**src/rtl/ucsbece154b_mem_arbiter_if.sv**
```systemverilog
// Bundle of request/response and memory-port signals around the memory arbiter.
// slave is the arbiter's view; master is the view of the clients plus memory.
interface ucsbece154b_mem_arbiter_if #(
    parameter int BLOCK_WORDS = 4,
    parameter int ADDR_W      = 32,
    parameter int DATA_W      = 32
);
    localparam int IDX_W = $clog2(BLOCK_WORDS);

    logic              ireq_i;
    logic [ADDR_W-1:0] iaddr_i;
    logic              igrant_o;
    logic              ivalid_o;
    logic [IDX_W-1:0]  iword_o;
    logic [DATA_W-1:0] idata_o;
    logic              idone_o;

    logic              dreq_i;
    logic              dwe_i;
    logic [ADDR_W-1:0] daddr_i;
    logic [DATA_W-1:0] dwdata_i;
    logic              dgrant_o;
    logic              dvalid_o;
    logic [DATA_W-1:0] drdata_o;
    logic              ddone_o;

    logic              mem_req_o;
    logic              mem_ready_i;
    logic              mem_we_o;
    logic              mem_burst_o;
    logic [ADDR_W-1:0] mem_addr_o;
    logic [DATA_W-1:0] mem_wdata_o;
    logic              mem_rvalid_i;
    logic [DATA_W-1:0] mem_rdata_i;
    logic              mem_wack_i;

    modport slave (
        input  ireq_i, iaddr_i, dreq_i, dwe_i, daddr_i, dwdata_i,
               mem_ready_i, mem_rvalid_i, mem_rdata_i, mem_wack_i,
        output igrant_o, ivalid_o, iword_o, idata_o, idone_o,
               dgrant_o, dvalid_o, drdata_o, ddone_o,
               mem_req_o, mem_we_o, mem_burst_o, mem_addr_o, mem_wdata_o
    );

    modport master (
        output ireq_i, iaddr_i, dreq_i, dwe_i, daddr_i, dwdata_i,
               mem_ready_i, mem_rvalid_i, mem_rdata_i, mem_wack_i,
        input  igrant_o, ivalid_o, iword_o, idata_o, idone_o,
               dgrant_o, dvalid_o, drdata_o, ddone_o,
               mem_req_o, mem_we_o, mem_burst_o, mem_addr_o, mem_wdata_o
    );
endinterface

```
**src/rtl/ucsbece154b_mem_arbiter.sv**
```systemverilog
// Single-port main-memory arbiter between icache refill (burst reads) and the
// data interface (single-word reads/writes). One transaction in flight; the
// winner's address/data are latched on grant, returned data is steered
// combinationally to the owner with no added latency.
//
//   state | meaning
//   IDLE  | no owner; pick a requester (alternate on contention)
//   ISSUE | mem_req_o held with latched request until mem_ready_i
//   WAIT  | collect read beats or the write ack, then release
//
// The interface parameters must match the module parameters.
module ucsbece154b_mem_arbiter #(
    parameter int BLOCK_WORDS = 4,
    parameter int ADDR_W      = 32,
    parameter int DATA_W      = 32
) (
    input  logic                    clk,
    input  logic                    reset,
    ucsbece154b_mem_arbiter_if.slave bus
);
    localparam int IDX_W = $clog2(BLOCK_WORDS);
    localparam logic [IDX_W-1:0] BEAT_LAST = IDX_W'(BLOCK_WORDS - 1);

    typedef enum logic [1:0] {S_IDLE, S_ISSUE, S_WAIT} state_t;
    typedef enum logic {OWN_I = 1'b0, OWN_D = 1'b1} owner_t;

    state_t            state_q, state_d;
    owner_t            owner_q, owner_d;
    owner_t            last_q,  last_d;
    logic [IDX_W-1:0]  beat_q,  beat_d;
    logic [ADDR_W-1:0] addr_q,  addr_d;
    logic              we_q,    we_d;
    logic [DATA_W-1:0] wdata_q, wdata_d;

    // State and latched-request registers; last starts at I so D wins the first tie.
    always_ff @(posedge clk) begin
        if (reset) begin
            state_q <= S_IDLE;
            owner_q <= OWN_I;
            last_q  <= OWN_I;
            beat_q  <= '0;
            addr_q  <= '0;
            we_q    <= 1'b0;
            wdata_q <= '0;
        end else begin
            state_q <= state_d;
            owner_q <= owner_d;
            last_q  <= last_d;
            beat_q  <= beat_d;
            addr_q  <= addr_d;
            we_q    <= we_d;
            wdata_q <= wdata_d;
        end
    end

    // Arbitration, next-state and output steering.
    always_comb begin
        state_d = state_q;
        owner_d = owner_q;
        last_d  = last_q;
        beat_d  = beat_q;
        addr_d  = addr_q;
        we_d    = we_q;
        wdata_d = wdata_q;

        bus.igrant_o    = (state_q != S_IDLE) && (owner_q == OWN_I);
        bus.dgrant_o    = (state_q != S_IDLE) && (owner_q == OWN_D);
        bus.ivalid_o    = 1'b0;
        bus.iword_o     = '0;
        bus.idata_o     = '0;
        bus.idone_o     = 1'b0;
        bus.dvalid_o    = 1'b0;
        bus.drdata_o    = '0;
        bus.ddone_o     = 1'b0;
        bus.mem_req_o   = 1'b0;
        bus.mem_we_o    = 1'b0;
        bus.mem_burst_o = 1'b0;
        bus.mem_addr_o  = addr_q;
        bus.mem_wdata_o = wdata_q;

        case (state_q)
            S_IDLE: begin
                if (bus.ireq_i || bus.dreq_i) begin
                    if (bus.dreq_i && (!bus.ireq_i || last_q == OWN_I)) begin
                        owner_d = OWN_D;
                        last_d  = OWN_D;
                        addr_d  = bus.daddr_i;
                        we_d    = bus.dwe_i;
                        wdata_d = bus.dwdata_i;
                    end else begin
                        owner_d = OWN_I;
                        last_d  = OWN_I;
                        addr_d  = bus.iaddr_i;
                        we_d    = 1'b0;
                        wdata_d = '0;
                    end
                    beat_d  = '0;
                    state_d = S_ISSUE;
                end
            end
            S_ISSUE: begin
                bus.mem_req_o   = 1'b1;
                bus.mem_we_o    = we_q;
                bus.mem_burst_o = (owner_q == OWN_I);
                if (bus.mem_ready_i) state_d = S_WAIT;
            end
            S_WAIT: begin
                if (owner_q == OWN_I) begin
                    if (bus.mem_rvalid_i) begin
                        bus.ivalid_o = 1'b1;
                        bus.iword_o  = beat_q;
                        bus.idata_o  = bus.mem_rdata_i;
                        beat_d       = beat_q + IDX_W'(1);
                        if (beat_q == BEAT_LAST) begin
                            bus.idone_o = 1'b1;
                            state_d     = S_IDLE;
                        end
                    end
                end else if (we_q) begin
                    if (bus.mem_wack_i) begin
                        bus.ddone_o = 1'b1;
                        state_d     = S_IDLE;
                    end
                end else if (bus.mem_rvalid_i) begin
                    bus.dvalid_o = 1'b1;
                    bus.drdata_o = bus.mem_rdata_i;
                    bus.ddone_o  = 1'b1;
                    state_d      = S_IDLE;
                end
            end
            default: state_d = S_IDLE;
        endcase
    end
endmodule

```
**src/flat_wrapper.sv**
```systemverilog
// flat-port wrapper written by rule: the top's interface ports become plain ports
module ucsbece154b_mem_arbiter_flat 
#(
    parameter int BLOCK_WORDS = 4,
    parameter int ADDR_W      = 32,
    parameter int DATA_W      = 32
)
  (clk, reset, bus_ireq_i, bus_iaddr_i, bus_dreq_i, bus_dwe_i, bus_daddr_i, bus_dwdata_i, bus_mem_ready_i, bus_mem_rvalid_i, bus_mem_rdata_i, bus_mem_wack_i, bus_igrant_o, bus_ivalid_o, bus_iword_o, bus_idata_o, bus_idone_o, bus_dgrant_o, bus_dvalid_o, bus_drdata_o, bus_ddone_o, bus_mem_req_o, bus_mem_we_o, bus_mem_burst_o, bus_mem_addr_o, bus_mem_wdata_o);
  ucsbece154b_mem_arbiter_if #(.BLOCK_WORDS(BLOCK_WORDS), .ADDR_W(ADDR_W), .DATA_W(DATA_W)) bus_i ();
  input  logic clk;
  input  logic reset;
  input wire logic [$bits(bus_i.ireq_i)-1:0] bus_ireq_i;
  input wire logic [$bits(bus_i.iaddr_i)-1:0] bus_iaddr_i;
  input wire logic [$bits(bus_i.dreq_i)-1:0] bus_dreq_i;
  input wire logic [$bits(bus_i.dwe_i)-1:0] bus_dwe_i;
  input wire logic [$bits(bus_i.daddr_i)-1:0] bus_daddr_i;
  input wire logic [$bits(bus_i.dwdata_i)-1:0] bus_dwdata_i;
  input wire logic [$bits(bus_i.mem_ready_i)-1:0] bus_mem_ready_i;
  input wire logic [$bits(bus_i.mem_rvalid_i)-1:0] bus_mem_rvalid_i;
  input wire logic [$bits(bus_i.mem_rdata_i)-1:0] bus_mem_rdata_i;
  input wire logic [$bits(bus_i.mem_wack_i)-1:0] bus_mem_wack_i;
  output wire logic [$bits(bus_i.igrant_o)-1:0] bus_igrant_o;
  output wire logic [$bits(bus_i.ivalid_o)-1:0] bus_ivalid_o;
  output wire logic [$bits(bus_i.iword_o)-1:0] bus_iword_o;
  output wire logic [$bits(bus_i.idata_o)-1:0] bus_idata_o;
  output wire logic [$bits(bus_i.idone_o)-1:0] bus_idone_o;
  output wire logic [$bits(bus_i.dgrant_o)-1:0] bus_dgrant_o;
  output wire logic [$bits(bus_i.dvalid_o)-1:0] bus_dvalid_o;
  output wire logic [$bits(bus_i.drdata_o)-1:0] bus_drdata_o;
  output wire logic [$bits(bus_i.ddone_o)-1:0] bus_ddone_o;
  output wire logic [$bits(bus_i.mem_req_o)-1:0] bus_mem_req_o;
  output wire logic [$bits(bus_i.mem_we_o)-1:0] bus_mem_we_o;
  output wire logic [$bits(bus_i.mem_burst_o)-1:0] bus_mem_burst_o;
  output wire logic [$bits(bus_i.mem_addr_o)-1:0] bus_mem_addr_o;
  output wire logic [$bits(bus_i.mem_wdata_o)-1:0] bus_mem_wdata_o;
  assign bus_i.ireq_i = bus_ireq_i;
  assign bus_i.iaddr_i = bus_iaddr_i;
  assign bus_i.dreq_i = bus_dreq_i;
  assign bus_i.dwe_i = bus_dwe_i;
  assign bus_i.daddr_i = bus_daddr_i;
  assign bus_i.dwdata_i = bus_dwdata_i;
  assign bus_i.mem_ready_i = bus_mem_ready_i;
  assign bus_i.mem_rvalid_i = bus_mem_rvalid_i;
  assign bus_i.mem_rdata_i = bus_mem_rdata_i;
  assign bus_i.mem_wack_i = bus_mem_wack_i;
  assign bus_igrant_o = bus_i.igrant_o;
  assign bus_ivalid_o = bus_i.ivalid_o;
  assign bus_iword_o = bus_i.iword_o;
  assign bus_idata_o = bus_i.idata_o;
  assign bus_idone_o = bus_i.idone_o;
  assign bus_dgrant_o = bus_i.dgrant_o;
  assign bus_dvalid_o = bus_i.dvalid_o;
  assign bus_drdata_o = bus_i.drdata_o;
  assign bus_ddone_o = bus_i.ddone_o;
  assign bus_mem_req_o = bus_i.mem_req_o;
  assign bus_mem_we_o = bus_i.mem_we_o;
  assign bus_mem_burst_o = bus_i.mem_burst_o;
  assign bus_mem_addr_o = bus_i.mem_addr_o;
  assign bus_mem_wdata_o = bus_i.mem_wdata_o;
  ucsbece154b_mem_arbiter #(.BLOCK_WORDS(BLOCK_WORDS), .ADDR_W(ADDR_W), .DATA_W(DATA_W)) u_core (.clk(clk), .reset(reset), .bus(bus_i));
endmodule
```
**config.mk**
```make
export PLATFORM = sky130hd
export DESIGN_NAME = ucsbece154b_mem_arbiter_flat
export DESIGN_NICKNAME = d
export VERILOG_FILES = /design/src/rtl/ucsbece154b_mem_arbiter_if.sv /design/src/rtl/ucsbece154b_mem_arbiter.sv /design/src/flat_wrapper.sv
export SDC_FILE = /design/constraint.sdc
export NUM_CORES = 1
export LEC_CHECK = 0
export CAP_MARGIN = 0
export CORE_AREA = 2 2 106 108
export DETAILED_ROUTE_END_ITERATION = 16
export DIE_AREA = 0 0 108 110
export PLACE_DENSITY = 0.79
export SYNTH_ARGS = -nofsm -noshare
export SYNTH_HDL_FRONTEND = slang
export SYNTH_SLANG_ARGS = --single-unit
```
**constraint.sdc**
```tcl
create_clock -name clk -period 2 [get_ports clk]
set_clock_uncertainty 0.2 [all_clocks]
set_input_delay 0.2 -clock clk [delete_from_list [all_inputs] [get_ports clk]]
set_output_delay 0.2 -clock clk [all_outputs]
set_load 0.03 [all_outputs]
```
; Word level (Yosys, flattened, before mapping)
; Index checks and enable logic that the tools add are counted.
[word_totals]
elab_cells = 74
input_bits = 136
reg_bits = 70
[classes]
n_eq_ne = 11
n_reduce_logical = 12
addsub = 1
bitwise_logic = 1
muxes = 43
[ops]
columns = cell, count
row1 = $mux 32, 8
row2 = $mux 2, 14
row3 = $mux 1, 19
row4 = $ne 2x2->1 const B, 3
row5 = $ne 3x2->1 const B, 2
row6 = $pmux 2 s3, 1
row7 = $reduce_and 6->1, 1
row8 = $eq 2x2->1 const B, 2
row9 = $ne 4x4->1 const B, 1
row10 = $pmux 2 s2, 1
row11 = $reduce_and 4->1, 1
row12 = $reduce_bool 2->1, 2
row13 = $logic_and 1x1->1, 3
row14 = $ne 3x1->1 const B, 1
row15 = $add 2x1->2 const B, 1
row16 = $eq 2x1->1 const B, 1
row17 = $logic_not 2->1, 1
row18 = $logic_or 1x1->1, 2
row19 = $ne 2x1->1 const B, 1
row20 = $reduce_and 2->1, 1
row21 = $logic_not 1->1, 1
row22 = $not 1->1, 1

; Longest topological paths before layout
[logic_depth]
ltp_word = 5
depth_mapped = 6
ltp_nobuf = 4

; Least setup slack after synthesis
; Ideal clock, no wire load.
[synth_path]
path_kind = reg-to-output
from = reg u_core.owner_q
to = out bus_ddone_o
stages_incl_launch_ff = 3
slack_ns = 0.036
t_arrival_ns = 1.564
cell_sequence = dfxtp_1 -> inv_1 -> nor4b_1
[synth_via]
elab_chain_cells = 2
[synth_rtl]
columns = element, line_no
row1 = from (decl), ucsbece154b_mem_arbiter.sv:28  ; owner_t owner_q, owner_d;
row2 = from (signal assigned), ucsbece154b_mem_arbiter.sv:47  ; owner_q <= owner_d;
row3 = $mux 1, ucsbece154b_mem_arbiter.sv:108  ; if (owner_q == OWN_I) begin
row4 = $mux 1, ucsbece154b_mem_arbiter.sv:81  ; case (state_q)
row5 = to (decl), flat_wrapper.sv:30  ; output wire logic [$bits(bus_i.ddone_o)-1:0] bus_ddone_o;
; No other way between the ends.

; Worst setup path in the final report
[layout_path]
from = reg u_core.state_q[0]
to = out bus_idata_o[13]
[layout_via]
elab_chain_cells = 2
[layout_rtl]
columns = element, line_no
row1 = from (decl), ucsbece154b_mem_arbiter.sv:27  ; state_t state_q, state_d;
row2 = from (signal assigned), ucsbece154b_mem_arbiter.sv:46  ; state_q <= state_d;
row3 = $eq 2x2->1, ucsbece154b_mem_arbiter.sv:81
row4 = $mux 32, ucsbece154b_mem_arbiter.sv:81
row5 = to (decl), flat_wrapper.sv:25  ; output wire logic [$bits(bus_i.idata_o)-1:0] bus_idata_o;
; No other way between the ends.

==> impl_results.html <==
<table>
<tr><th>Metric</th><th>Value</th></tr>
<tr><th colspan="2">STA</th></tr>
<tr><td>Final Hold Violating Endpoints</td><td>0</td></tr>
<tr><td>Setup violators final</td><td>10</td></tr>
<tr><td>Part of the cycle the worst path needs</td><td>1.006</td></tr>
<tr><td>RSZ-0062 raised after global routing</td><td>true</td></tr>
<tr><td>Worst Slack Setup Final</td><td>-0.01111 ns</td></tr>
<tr><td>Relative max-transition margin</td><td>0.6272</td></tr>
<tr><td>Final Max Slew Viols</td><td>0</td></tr>
<tr><td>Actual transition at the worst max-transition pin</td><td>0.5591 ns</td></tr>
<tr><td>Maximum clock rate</td><td>497.2 MHz</td></tr>
<tr><td>Final critical-path required period</td><td>2.011 ns</td></tr>
<tr><th colspan="2">Logic synthesis</th></tr>
<tr><td>Async S/R FF share, synth</td><td>0</td></tr>
<tr><td>Part of the Yosys area used for sequential elements</td><td>0.4029</td></tr>
<tr><td>Mapped Cells</td><td>371</td></tr>
<tr><td>Number of distinct standard cells referenced by the synthesized netlist</td><td>35</td></tr>
<tr><td>EDFF count, synth</td><td>0</td></tr>
<tr><td>Net count after synthesis</td><td>508</td></tr>
<tr><td>Dominant synthesized flop cell</td><td>sky130_fd_sc_hd__dfxtp_1</td></tr>
<tr><td>Flip-flop and latch count after synthesis</td><td>70</td></tr>
<tr><td>Cell Area, Synth</td><td>3478 um2</td></tr>
<tr><td>Total of warnings raised by yosys</td><td>0</td></tr>
<tr><td>Post-Syn Area per Cell</td><td>9.376 um2</td></tr>
<tr><th colspan="2">Drt</th></tr>
<tr><td>DRC errors left</td><td>0</td></tr>
<tr><td>Post-route antenna net violation count</td><td>0</td></tr>
<tr><td>Count of routing violations after the opening detailed-route iteration</td><td>177</td></tr>
<tr><td>Routed wire length per instance</td><td>16.31 um</td></tr>
<tr><td>Final wirelength</td><td>12.77 mm</td></tr>
<tr><td>Vias per cell</td><td>4.828</td></tr>
<tr><td>Detailed-route via count</td><td>3780</td></tr>
<tr><td>Number of search-and-repair iterations in the first detailed-routing pass</td><td>4</td></tr>
<tr><th colspan="2">Setup path</th></tr>
<tr><td>Maximum single-stage delay on the critical path</td><td>0.40 ns</td></tr>
<tr><td>WP buf/inv</td><td>2</td></tr>
<tr><td>Cells traversed along the worst timing path</td><td>and4bb_4 &gt; clkbuf_16 &gt; and2_1 &gt; buf_4</td></tr>
<tr><td>Data required time of the critical path</td><td>1.60 ns</td></tr>
<tr><td>Delay-heaviest family, CP</td><td>simple AND/OR/NAND/NOR gates</td></tr>
<tr><td>CP Max Fanout</td><td>20</td></tr>
<tr><td>Class of the most critical setup path</td><td>reg2out</td></tr>
<tr><td>Internal reg-to-reg setup slack</td><td>0.22 ns</td></tr>
<tr><td>Reg2Reg Launch Point</td><td>u_core.state_q[0]$_SDFFE_PP0P_</td></tr>
<tr><td>Crit path capture type</td><td>primary output</td></tr>
<tr><td>CP Launch Type</td><td>flip-flop</td></tr>
<tr><td>Timing startpoint of the critical path</td><td>u_core.state_q[0]$_SDFFE_PP0P_</td></tr>
<tr><td>Critical path data arrival time</td><td>1.61 ns</td></tr>
<tr><td>Cell at the slowest stage of the critical path</td><td>sky130_fd_sc_hd__and4bb_4</td></tr>
<tr><th colspan="2">Worst hold path</th></tr>
<tr><td>Worst Hold Class</td><td>in2reg</td></tr>
<tr><td>Hold_sp</td><td>bus_mem_ready_i</td></tr>
<tr><th colspan="2">Layout</th></tr>
<tr><td>Fraction of layout cells with a size suffix above 1</td><td>0.2582</td></tr>
<tr><td>Fill cell total of the finished layout</td><td>862</td></tr>
<tr><td>Layout Area Growth over Synthesis</td><td>91.65%</td></tr>
<tr><td>Footprint of the multi-input gates</td><td>1912 um2</td></tr>
<tr><td>Sequential standard cell area</td><td>1414 um2</td></tr>
<tr><td>Number of antenna repair diodes</td><td>0</td></tr>
<tr><td>Number of nets in the final layout</td><td>775</td></tr>
<tr><td>Design area</td><td>6666 um2</td></tr>
<tr><td>Core occupancy in the finished layout</td><td>0.6232</td></tr>
<tr><th colspan="2">Floorplanning</th></tr>
<tr><td>Initial core utilization</td><td>0.3251</td></tr>
<tr><td>Die span in x</td><td>108 um</td></tr>
<tr><td>Die height</td><td>110 um</td></tr>
<tr><td>Core Rows</td><td>38</td></tr>
<tr><td>Core box area</td><td>10700 um2</td></tr>
<tr><td>Die area</td><td>11880 um2</td></tr>
<tr><td>Ports</td><td>275</td></tr>
<tr><th colspan="2">Place</th></tr>
<tr><td>Worst setup timing slack at the placement stage</td><td>-0.07901 ns</td></tr>
<tr><td>Routability congestion estimate from global placement</td><td>0.7572</td></tr>
<tr><td>Total placed instance area</td><td>6201 um2</td></tr>
<tr><td>Half-perimeter wire length after placement</td><td>9.383 mm</td></tr>
<tr><td>Buffers added on ports</td><td>274</td></tr>
<tr><th colspan="2">Status</th></tr>
<tr><td>Failing checks</td><td>negative setup slack</td></tr>
<tr><td>Status</td><td>finished with violations</td></tr>
<tr><th colspan="2">GRT</th></tr>
<tr><td>Global Route met3 Usage</td><td>0.06526</td></tr>
<tr><td>Overall global routing resource usage</td><td>0.1879</td></tr>
<tr><td>Most heavily used metal layer in global routing</td><td>met2</td></tr>
<tr><td>GRT Residual Overflow</td><td>0</td></tr>
<tr><td>Wire length of the first global-routing pass</td><td>17.82 mm</td></tr>
<tr><td>M2 GR Usage</td><td>0.3145</td></tr>
<tr><td>Via count of the first global-routing pass</td><td>3560</td></tr>
<tr><td>Maximum number of pins on one net before global-route repair</td><td>41</td></tr>
<tr><td>Number of antenna violations at the first check in global routing</td><td>0</td></tr>
<tr><td>M1 GR Usage</td><td>0.2363</td></tr>
<tr><th colspan="2">Clocking</th></tr>
<tr><td>Number of buffers between clock root and the deepest sink</td><td>2</td></tr>
<tr><td>Total number of clock tree sinks</td><td>70</td></tr>
<tr><td>Clock H-tree levels</td><td>3</td></tr>
<tr><td>Clock insertion delay at the later pin of the skew report</td><td>0.34 ns</td></tr>
<tr><td>CTS tree</td><td>built</td></tr>
<tr><td>Clock slew at the register clock pins of the worst setup and hold paths</td><td>0.08 ns</td></tr>
<tr><td>CTS root buf</td><td>sky130_fd_sc_hd__clkbuf_8</td></tr>
<tr><td>TritonCTS buffer count</td><td>9</td></tr>
<tr><th colspan="2">Power and ir drop</th></tr>
<tr><td>Leak</td><td>2.697 nW</td></tr>
<tr><td>Peak ir drop on the vdd network</td><td>425.6 uV</td></tr>
<tr><td>Post-route total power</td><td>4.251 mW</td></tr>
<tr><td>Power density normalized to cell area</td><td>637.6 nW/um2</td></tr>
<tr><th colspan="2">Job</th></tr>
<tr><td>Number of max-capacitance violations reported</td><td>0</td></tr>
</table>
worst min-delay path: stages:
cell	delay, ns
sky130_fd_sc_hd__clkdlybuf4s50_1	0.41
sky130_fd_sc_hd__nand3b_1	0.08
sky130_fd_sc_hd__nand2_1	0.04
cells by family after synthesis:
group / synth area share
fa+ha+maj: 0.003597
mux: 0.002878
compound gates: 0.2860
buf+inv: 0.06655
flops: 0.4029
simple gates: 0.2381
cell usage after synthesis, types with 2 or more instances:
cell type | count | area share
sky130_fd_sc_hd__a21oi_1 | 33 | 0.047
sky130_fd_sc_hd__a22o_1 | 33 | 0.083
sky130_fd_sc_hd__a311oi_1 | 3 | 0.0076
sky130_fd_sc_hd__a311oi_2 | 29 | 0.13
sky130_fd_sc_hd__and2_1 | 69 | 0.12
sky130_fd_sc_hd__buf_2 | 10 | 0.014
sky130_fd_sc_hd__buf_6 | 9 | 0.029
sky130_fd_sc_hd__clkbuf_1 | 17 | 0.018
sky130_fd_sc_hd__dfxtp_1 | 70 | 0.40
sky130_fd_sc_hd__inv_1 | 2 | 0.0022
sky130_fd_sc_hd__nand2_1 | 67 | 0.072
sky130_fd_sc_hd__nand2b_1 | 2 | 0.0036
sky130_fd_sc_hd__nand3b_1 | 2 | 0.0043
sky130_fd_sc_hd__nor2_1 | 4 | 0.0043
through the flow:
| step | instances | setup TNS (ns) | hold slack [ns] |
|---|---|---|---|
| after floorplan | 371 | 0 | 0.1326 |
| after global placement | 762 | -0.2680 | 0.2546 |
| after detailed placement | 762 | -1.938 | 0.2549 |
| after CTS | 779 | -0.01482 | 0.2101 |
| after global routing | 783 | -2.563 | 0.2131 |
| final | 783 | -0.03114 | 0.2272 |
sequential cells by signal, indices dropped and copies added (netlist names):
name / count
u_core.beat_q: 2
u_core.bus.mem_addr_o: 32
u_core.bus.mem_wdata_o: 32
u_core.owner_q: 1
u_core.state_q: 2
u_core.we_q: 1
final timing paths:
check	end	cells past startpoint
max reg2reg	u_core.we_q$_SDFFE_PP0P_	6
min	u_core.state_q[1]$_SDFFE_PP0P_	3
max	bus_idata_o[13]	4
min reg2reg	u_core.bus.mem_wdata_o[31]$_SDFFE_PP0P_	1
routing by layer:
layer	vias up	part of all wire
met5	-	0
met3	9	0.082
met4	0	0.0089
met2	159	0.49
met1	1767	0.42
li1	1845	-
layout make-up:
type                       instances  area share
timing repair buffer             294      0.4444
multi-input combinational        261      0.2868
sequential                        70      0.2121
tap                              140     0.02628
clock buffer                       9     0.01858
clock inverter                     7     0.01070
inverter                           2    0.001126
cells in the final DEF (no fill, tap or decap), drive strengths merged, types with 2 or more instances in the layout:
master         netlist  final
clkdlybuf4s50        0    198
nor2                 5      5
nand2b               2      2
and2                70     70
a21oi               34     34
dlygate4sd2          0      2
a22o                33     33
dfxtp               70     70
buf                 20     90
a311oi              32     32
nand2               67     67
clkbuf              18     12
nand3b               2      2
inv                  2      8
power breakdown:
group          internal [mW]  switching, mW
Combinational          0.727          0.771
Sequential              1.54         0.0898
Clock                  0.496          0.632
repair_timing:
item	CTS	global route
endpoints found under the setup margin	71	67
gates cloned	0	3
setup buffers	0	1
pin swaps	1	2
hold buffers	1	0
hold endpoints to repair	1	0
resized for setup	12	43
Power figures use the tool's default switching activity.
